<file path="src/rtl/soin_bpredictor_resolve_queue.sv">
// In-order queue of predicted branches awaiting resolution in execute.
// Produces registered predictor update/recovery and fetch redirect on resolve.
module soin_bpredictor_resolve_queue #(
    parameter int unsigned DEPTH  = 8,
    parameter int unsigned IDX_W  = 16,
    parameter int unsigned RAS_W  = 4,
    parameter int unsigned META_W = 22
) (
    input  logic                      clk,
    input  logic                      reset,
    input  logic                      enq_valid,
    input  logic [31:0]               enq_PC,
    input  logic                      enq_p_dir,
    input  logic [31:0]               enq_p_target,
    input  logic [META_W-1:0]         enq_meta,
    output logic                      enq_ready,
    output logic                      soin_bpredictor_stall,
    input  logic                      res_valid,
    input  logic                      res_dir,
    input  logic [31:0]               res_target,
    output logic                      execute_bpredictor_update,
    output logic [31:0]               execute_bpredictor_PC,
    output logic [31:0]               execute_bpredictor_target,
    output logic                      execute_bpredictor_dir,
    output logic                      execute_bpredictor_miss,
    output logic [META_W-1:0]         execute_bpredictor_meta,
    output logic                      execute_bpredictor_recover_ras,
    output logic                      fetch_redirect,
    output logic [31:0]               fetch_redirect_PC,
    output logic [$clog2(DEPTH):0]    count,
    output logic                      res_underflow
);

    localparam int unsigned PTR_W = $clog2(DEPTH);
    localparam int unsigned CNT_W = PTR_W + 1;
    localparam logic [CNT_W-1:0] FULL_CNT = CNT_W'(DEPTH);
    localparam logic [PTR_W:0]   PTR_ONE  = (PTR_W + 1)'(1);

    logic [31:0]       pc_mem   [DEPTH];
    logic              pdir_mem [DEPTH];
    logic [31:0]       ptgt_mem [DEPTH];
    logic [META_W-1:0] meta_mem [DEPTH];

    logic [PTR_W:0]    head;
    logic [PTR_W:0]    tail;
    logic [CNT_W-1:0]  count_q;

    logic              full;
    logic              empty;
    logic              do_enq;
    logic              do_res;

    logic [PTR_W-1:0]  head_idx;
    logic [PTR_W-1:0]  tail_idx;
    logic [31:0]       h_pc;
    logic              h_pdir;
    logic [31:0]       h_ptgt;
    logic [META_W-1:0] h_meta;
    logic [1:0]        old_ctr;
    logic [1:0]        new_ctr;
    logic              miss_c;
    logic [META_W-1:0] new_meta;

    assign full                  = (count_q == FULL_CNT);
    assign empty                 = (count_q == '0);
    assign enq_ready             = ~full;
    assign soin_bpredictor_stall = full;
    assign count                 = count_q;

    assign do_enq = enq_valid & ~full;
    assign do_res = res_valid & ~empty;

    assign head_idx = head[PTR_W-1:0];
    assign tail_idx = tail[PTR_W-1:0];
    assign h_pc     = pc_mem[head_idx];
    assign h_pdir   = pdir_mem[head_idx];
    assign h_ptgt   = ptgt_mem[head_idx];
    assign h_meta   = meta_mem[head_idx];
    assign old_ctr  = h_meta[IDX_W+1:IDX_W];

    assign miss_c   = (res_dir != h_pdir) | (res_dir & (res_target != h_ptgt));
    assign new_meta = {h_meta[META_W-1:IDX_W+2], new_ctr, h_meta[IDX_W-1:0]};

    always_comb begin
        new_ctr = old_ctr;
        if (res_dir) begin
            if (old_ctr != 2'd3) new_ctr = old_ctr + 2'd1;
        end else begin
            if (old_ctr != 2'd0) new_ctr = old_ctr - 2'd1;
        end
    end

    always_ff @(posedge clk) begin
        if (do_enq) begin
            pc_mem[tail_idx]   <= enq_PC;
            pdir_mem[tail_idx] <= enq_p_dir;
            ptgt_mem[tail_idx] <= enq_p_target;
            meta_mem[tail_idx] <= enq_meta;
        end
    end

    // A mispredict collapses the queue onto the slot after the resolved head,
    // which also discards any same-cycle (wrong-path) enqueue.
    always_ff @(posedge clk or posedge reset) begin
        if (reset) begin
            head          <= '0;
            tail          <= '0;
            count_q       <= '0;
            res_underflow <= 1'b0;
        end else begin
            if (do_res && miss_c) begin
                head    <= head + PTR_ONE;
                tail    <= head + PTR_ONE;
                count_q <= '0;
            end else begin
                if (do_res) head <= head + PTR_ONE;
                if (do_enq) tail <= tail + PTR_ONE;
                count_q <= count_q + CNT_W'(do_enq) - CNT_W'(do_res);
            end
            if (res_valid && empty) res_underflow <= 1'b1;
        end
    end

    always_ff @(posedge clk or posedge reset) begin
        if (reset) begin
            execute_bpredictor_update      <= 1'b0;
            execute_bpredictor_PC          <= '0;
            execute_bpredictor_target      <= '0;
            execute_bpredictor_dir         <= 1'b0;
            execute_bpredictor_miss        <= 1'b0;
            execute_bpredictor_meta        <= '0;
            execute_bpredictor_recover_ras <= 1'b0;
            fetch_redirect                 <= 1'b0;
            fetch_redirect_PC              <= '0;
        end else begin
            execute_bpredictor_update      <= do_res;
            execute_bpredictor_recover_ras <= do_res & miss_c;
            fetch_redirect                 <= do_res & miss_c;
            if (do_res) begin
                execute_bpredictor_PC     <= h_pc;
                execute_bpredictor_target <= res_target;
                execute_bpredictor_dir    <= res_dir;
                execute_bpredictor_miss   <= miss_c;
                execute_bpredictor_meta   <= new_meta;
                if (miss_c) fetch_redirect_PC <= res_target;
            end
        end
    end

endmodule

</file>
<file path="config.mk">
export PLATFORM = sky130hd
export DESIGN_NAME = soin_bpredictor_resolve_queue
export DESIGN_NICKNAME = d
export VERILOG_FILES = /design/src/rtl/soin_bpredictor_resolve_queue.sv
export SDC_FILE = /design/constraint.sdc
export NUM_CORES = 1
export LEC_CHECK = 0
export CAP_MARGIN = 25
export CORE_AREA = 3 3 240 265
export DETAILED_ROUTE_END_ITERATION = 10
export DIE_AREA = 0 0 243 268
export PLACE_DENSITY = 0.75
export REMOVE_ABC_BUFFERS = 1
export SYNTH_ARGS = -nofsm -noshare
export SYNTH_HDL_FRONTEND = slang
export SYNTH_SLANG_ARGS = --single-unit
</file>
<file path="constraint.sdc">
create_clock -name clk -period 6.9 [get_ports clk]
set_input_delay 2.07 -clock clk [delete_from_list [all_inputs] [get_ports clk]]
set_output_delay 2.07 -clock clk [all_outputs]
set_load 0.05 [all_outputs]
</file>
# [Yosys cells after proc, flatten, opt, wreduce, memory -nomap -nowiden]
# Memories as Yosys holds them, arrays and structs flattened. A register that Yosys moved wholly into a read port is not among the register bits.
# Cells that the tools add are included.
[totals] ramBits=696 regBits=103 memories=4 elab_cells=49
[op_classes] n_bitwise=7 eq_ne=4 mux=10 reduce_logical=7 n_addsub=6
[memory_table] memory="pc_mem" words=8 word_bits=32 read_ports=1 rd_clocked_by_memory_dff=1 write_ports=1 line="39" source="logic [31:0] pc_mem [DEPTH];"
[memory_table] memory="ptgt_mem" words=8 word_bits=32 read_ports=1 rd_clocked_by_memory_dff=0 write_ports=1 line="41" source="logic [31:0] ptgt_mem [DEPTH];"
[memory_table] memory="meta_mem" words=8 word_bits=22 read_ports=1 rd_clocked_by_memory_dff=0 write_ports=1 line="42" source="logic [META_W-1:0] meta_mem [DEPTH];"
[memory_table] memory="pdir_mem" words=8 word_bits=1 read_ports=1 rd_clocked_by_memory_dff=0 write_ports=1 line="40" source="logic pdir_mem [DEPTH];"
[ops] operator="$ne 32x32->1" n=1
[ops] operator="$mux 4" n=5
[ops] operator="$add 4x1->4 const B" n=2
[ops] operator="$mux 2" n=3
[ops] operator="$reduce_bool 2->1" n=3
[ops] operator="$add 4x1->4" n=1
[ops] operator="$and 1x1->1" n=4
[ops] operator="$eq 4x4->1 const B" n=1
[ops] operator="$logic_not 4->1" n=1
[ops] operator="$sub 4x1->4" n=1
[ops] operator="$add 2x1->2 const B" n=1
[ops] operator="$logic_and 1x1->1" n=2
[ops] operator="$mux 1" n=2
[ops] operator="$ne 2x2->1 const B" n=1
[ops] operator="$not 1->1" n=2
[ops] operator="$reduce_and 2->1" n=1
[ops] operator="$sub 2x1->2 const B" n=1
[ops] operator="$ne 1x1->1" n=1
[ops] operator="$or 1x1->1" n=1

# [Longest topological paths before layout]
[depth] ltp_word=6 ltp_mapped=14 depth_no_buf=12

# [Least setup slack after synthesis]
# OpenSTA, ideal clock, no wires.
[synth_path] path_type="input port to flip-flop" from="input enq_valid" to="memory meta_mem[0][0], enable pin" n_path_buf=0 setup_slack_ns=-2.134 arrival_time_ns=8.395 setup_time_ns=0.639 stages=3 t_required_ns=6.261 path_cell_list="nand2_1 > or2_2 > nor3_1"
[synth_between] elab_chain_cells=3
[synth_lines] element="start: declaration" line="11" source="input logic enq_valid,"
[synth_lines] element="$and 1x1->1" line="70" source="assign do_enq = enq_valid & ~full;"
[synth_lines] element="$mux 1" line="94" source="if (do_enq) begin"
[synth_lines] element="$mux 1 (not written as such)" line="98" source="meta_mem[tail_idx] <= enq_meta;"
[synth_lines] element="end: declaration" line="42"
# Every way passes these cells.

# [Final worst setup path]
[layout_path] from="register head[2]" to="register fetch_redirect_PC[5]"
[layout_between] elab_chain_cells=5 word_cells_on_any_way=7 cone_classes="eq/ne: 2; bitwise: 2; reduce/logical: 1; memory: 2"
[layout_lines] element="start: declaration" line="44" source="logic [PTR_W:0] head;"
[layout_lines] element="start signal: assignment" line="112" source="head <= head + PTR_ONE;"
[layout_lines] element="start signal: assignment" line="116" source="if (do_res) head <= head + PTR_ONE;"
[layout_lines] element="$mem_v2 8x32"
[layout_lines] element="$ne 32x32->1" line="81" source="assign miss_c = (res_dir != h_pdir) | (res_dir & (res_target != h_ptgt));"
[layout_lines] element="$and 1x1->1" line="81"
[layout_lines] element="$or 1x1->1 (*)" line="81"
[layout_lines] element="$reduce_and 2->1 (no source line) (*)"
[layout_lines] element="end signal: assignment" line="145" source="if (miss_c) fetch_redirect_PC <= res_target;"
[layout_lines] element="end: declaration" line="29" source="output logic [31:0] fetch_redirect_PC,"
# Every way passes the cells marked *; elsewhere a longest branch is shown, timed or not.
# A chain may end at the register's enable or synchronous reset.

==> qor.yml <==
status:
  status: "complete, no violations"
sta:
  setup_ws_ns: 2.40
  drv_slew: 0
  tightest_slew_ns: 1.02
  min_period_over_period_pct: 65.2
  max_freq_ghz: 0.222
  setup_viol: 0
  relSlewSlack_pct: 32.0
  fin_worst_skew_ns: 0.0184
  final_hold_viol_count: 0
  min_period_ns: 4.50
  rsz0062_at_grt: "false"
critical_path:
  critPathTopFamily: "multiplexers"
  setup.reg_to_reg.worst_slack_ns: 2.40
  r2r_cells: 9
  critPathSlowestCell: "dfrtp_4"
  crit_chain: "buf_4, mux4_2, mux2i_1, xor2_1, nand4_1, nor3_1, a21oi_4, buf_4, mux2_4"
  worst_r2r_endpoint: "fetch_redirect_PC[5]"
  endpoint_kind: "flop"
  critPathBufInv: 2
  worst-path-max-fanout: 43
  cp_common_cell: "buf_4"
  critical_path_depth: 9
  critical_path.startpoint_type: "flop"
  crit_arrival_ns: 4.99
  cp-startpoint: "head[2]"
  crit_type: "flop to flop"
  r2r-start: "head[2]"
  max_stage_delay_ns: 0.98
  endpoint: "fetch_redirect_PC[5]"
  worstPathRequired_ns: 7.39
place:
  portBuffers: 253
  dpl.hpwl_mm: 38.3
  placed_area_um2: 35200
  preCtsSetupSlack_ns: 1.69
  gp_congestion: 0.727
synthesis:
  ys_seq_area_share_pct: 76.6
  synth-warning-count: 0
  synth_edf_count: 696
  async_flop_share_pct: 16.0
  syn_inst: 1557
  ys_ff_latch: 829
  synthFlopType: "edfxtp_1"
  avgSynthCellArea_um2: 20.3
  synth_cell_types: 40
  yosysTopAreaCell: "edfxtp_1"
  synth_area_leaders: "edfxtp_1 (66%), mux4_2 (11%), dfrtp_1 (11%)"
  yosysTopAreaCellShare_pct: 66.1
  synth_area_um2: 31600
route:
  viasPerCell: 5.61
  vias: 15435
  finalWirelength_mm: 67.4
  drt_iter0_markers: 1135
  first_pass_iters: 5
  antenna_left: 0
  wire_per_inst_um: 24.5
  drc: 0
pwr:
  comb_power_share_pct: 34.5
  power_mw: 17.5
  power.internal_mw: 11.6
  seq_power_share_pct: 40.0
  power_density_nw_per_um2: 461
  power_switching_share_pct: 33.7
  p_leak_nw: 13.1
  irDropWorstVdd_mv: 0.354
  clock_power_share_pct: 25.5
  p_sw_mw: 5.91
cells_and_area:
  num-nets-final: 1987
  stdcell_area_um2: 38000
  drive_gt1_share_pct: 20.2
  fillers: 4223
  multiInputGateArea_um2: 7070
  syn_to_final_growth_pct: 20.1
  seq_area_um2: 24200
clock_tree:
  cts_sinks: 829
  clock_latency_ns: 0.61
  clkTransAtPathRegs_ns: 0.06
  cts_tree: "yes"
  cts-root-buf: "clkbuf_16"
  cts_hold_buf: 0
  max-clock-path-buffers: 3
  cts_inserted_buffers: 81
  postCtsSetupBuffers: 0
  htree_levels: 3
  cts_resized: 0
grt:
  antenna_found_initial: 10
  track_usage_pct: 20.9
  grt_max_degree: 99
  overflow: 0
  grt_pass1_vias: 16228
  grt_first_pass_wirelength_mm: 102
floorplan:
  die_w_um: 243
  ios: 254
  die_h_um: 268
  num_rows: 95
  die_area_um2: 65100
  start_util_pct: 51.8
  coreArea_um2: 61100
flow_run:
  cap_violations: 0
min_path:
  hold_path_class: "flop to flop"
kinds of logic (layout without fill, tap and decap cells):
logic type	Yosys count	count (layout)	synth area share (%)
XOR/XNOR	38	38	1.05
flip-flops	829	829	76.6
AND/OR/NAND/NOR	208	208	2.73
adder cells (fa/ha/maj)	10	10	0.411
buffers and inverters	83	448	1.29
other	0	7	0
multiplexers	308	308	16.4
AO/OA/AOI/OAI	81	81	1.51
worst min-delay path, cell delays in order (launching register included):
cell and delay [ns]:
dfrtp_1 0.34, nand2_1 0.05, nand2_1 0.05
worst min path at each step:
| stage | startpoint | to | cells past startpoint |
|---|---|---|---|
| after CTS | execute_bpredictor_meta[17] | execute_bpredictor_meta[17] | 2 |
| final | execute_bpredictor_meta[17] | execute_bpredictor_meta[17] | 2 |
| after global routing | execute_bpredictor_meta[17] | execute_bpredictor_meta[17] | 2 |
| after detailed placement | execute_bpredictor_meta[17] | execute_bpredictor_meta[17] | 2 |
| after global placement | res_underflow | res_underflow | 1 |
| after floorplan | tail[0] | tail[0] | 2 |
layer usage:
metal  global-route usage, %  routed length, um  share of wire, %
met1                    28.3              28100                42
met5                       0                 65             0.096
met2                    34.7              33600                50
met4                    5.81               1220               1.8
met3                    4.73               4460               6.6
synthesized netlist by cell type, drive strengths merged, types with 3 or more instances:
| cell | count |
|---|---|
| a21oi | 55 |
| a221oi | 9 |
| buf | 50 |
| clkbuf | 25 |
| dfrtp | 133 |
| edfxtp | 696 |
| ha | 8 |
| inv | 7 |
| mux2 | 54 |
| mux2i | 100 |
| mux4 | 154 |
| nand2 | 115 |
| nand2b | 5 |
| nand3 | 4 |
| nand4 | 4 |
| nor2 | 64 |
| nor2b | 6 |
| nor3 | 4 |
| nor4 | 3 |
| o22ai | 7 |
| o2bb2ai | 3 |
| xnor2 | 20 |
| xor2 | 18 |
placed cells by master, fill, tap and decap left out, drive strengths merged, types with 2 or more instances in the layout:
cell and n:
a21o 2, a21oi 55, a221oi 9, buf 36, bufinv 9, clkbuf 111, clkdlybuf4s50 253, clkinv 26
clkinvlp 2, dfrtp 133, diode 7, edfxtp 696, ha 8, inv 11, mux2 54, mux2i 100
mux4 154, nand2 115, nand2b 5, nand3 4, nand4 4, nor2 64, nor2b 6, nor3 4
nor4 3, o21ai 2, o22ai 7, o2bb2ai 3, xnor2 20, xor2 18
through the flow:
step	TNS [ns]	hold slack [ns]	util, %	std cells
after detailed placement	0	0.457	57.6	2592
after global routing	0	0.487	62.2	2748
after CTS	0	0.471	62.1	2743
final	0	0.467	62.2	2753
after global placement	0	0.452	57.6	2592
after floorplan	-437.82	0.585	-	1482
sequential cells by signal, indices dropped and copies added, names as in the netlist:
register / cells
execute_bpredictor_PC: 32
fetch_redirect_PC: 32
count: 4
head: 3
res_underflow: 1
fetch_redirect: 1
execute_bpredictor_meta: 22
pc_mem: 256
execute_bpredictor_miss: 1
execute_bpredictor_target: 32
execute_bpredictor_update: 1
execute_bpredictor_dir: 1
meta_mem: 176
pdir_mem: 8
tail: 3
ptgt_mem: 256
cell type report:
cell class	instances	area share (%)
timing repair buffer	289	7.58
antenna	7	0.0461
clock buffer	111	5.99
clock inverter	40	1.16
tap	824	2.71
multi-input combinational	645	18.6
inverter	8	0.105
sequential	829	63.8
power by group through the flow:
stage          Clock (mW)  Combinational (mW)  Sequential, mW
3_3_place_gp            0                5.95            7.11
3_5_place_dp            0                6.03            7.15
5_1_grt              4.76                6.43            7.11
2_1_floorplan           0                3.12            8.63
6_report             4.46                6.04            7.01
4_1_cts              4.56                6.06            7.07
(Power assumes the default switching activity.)
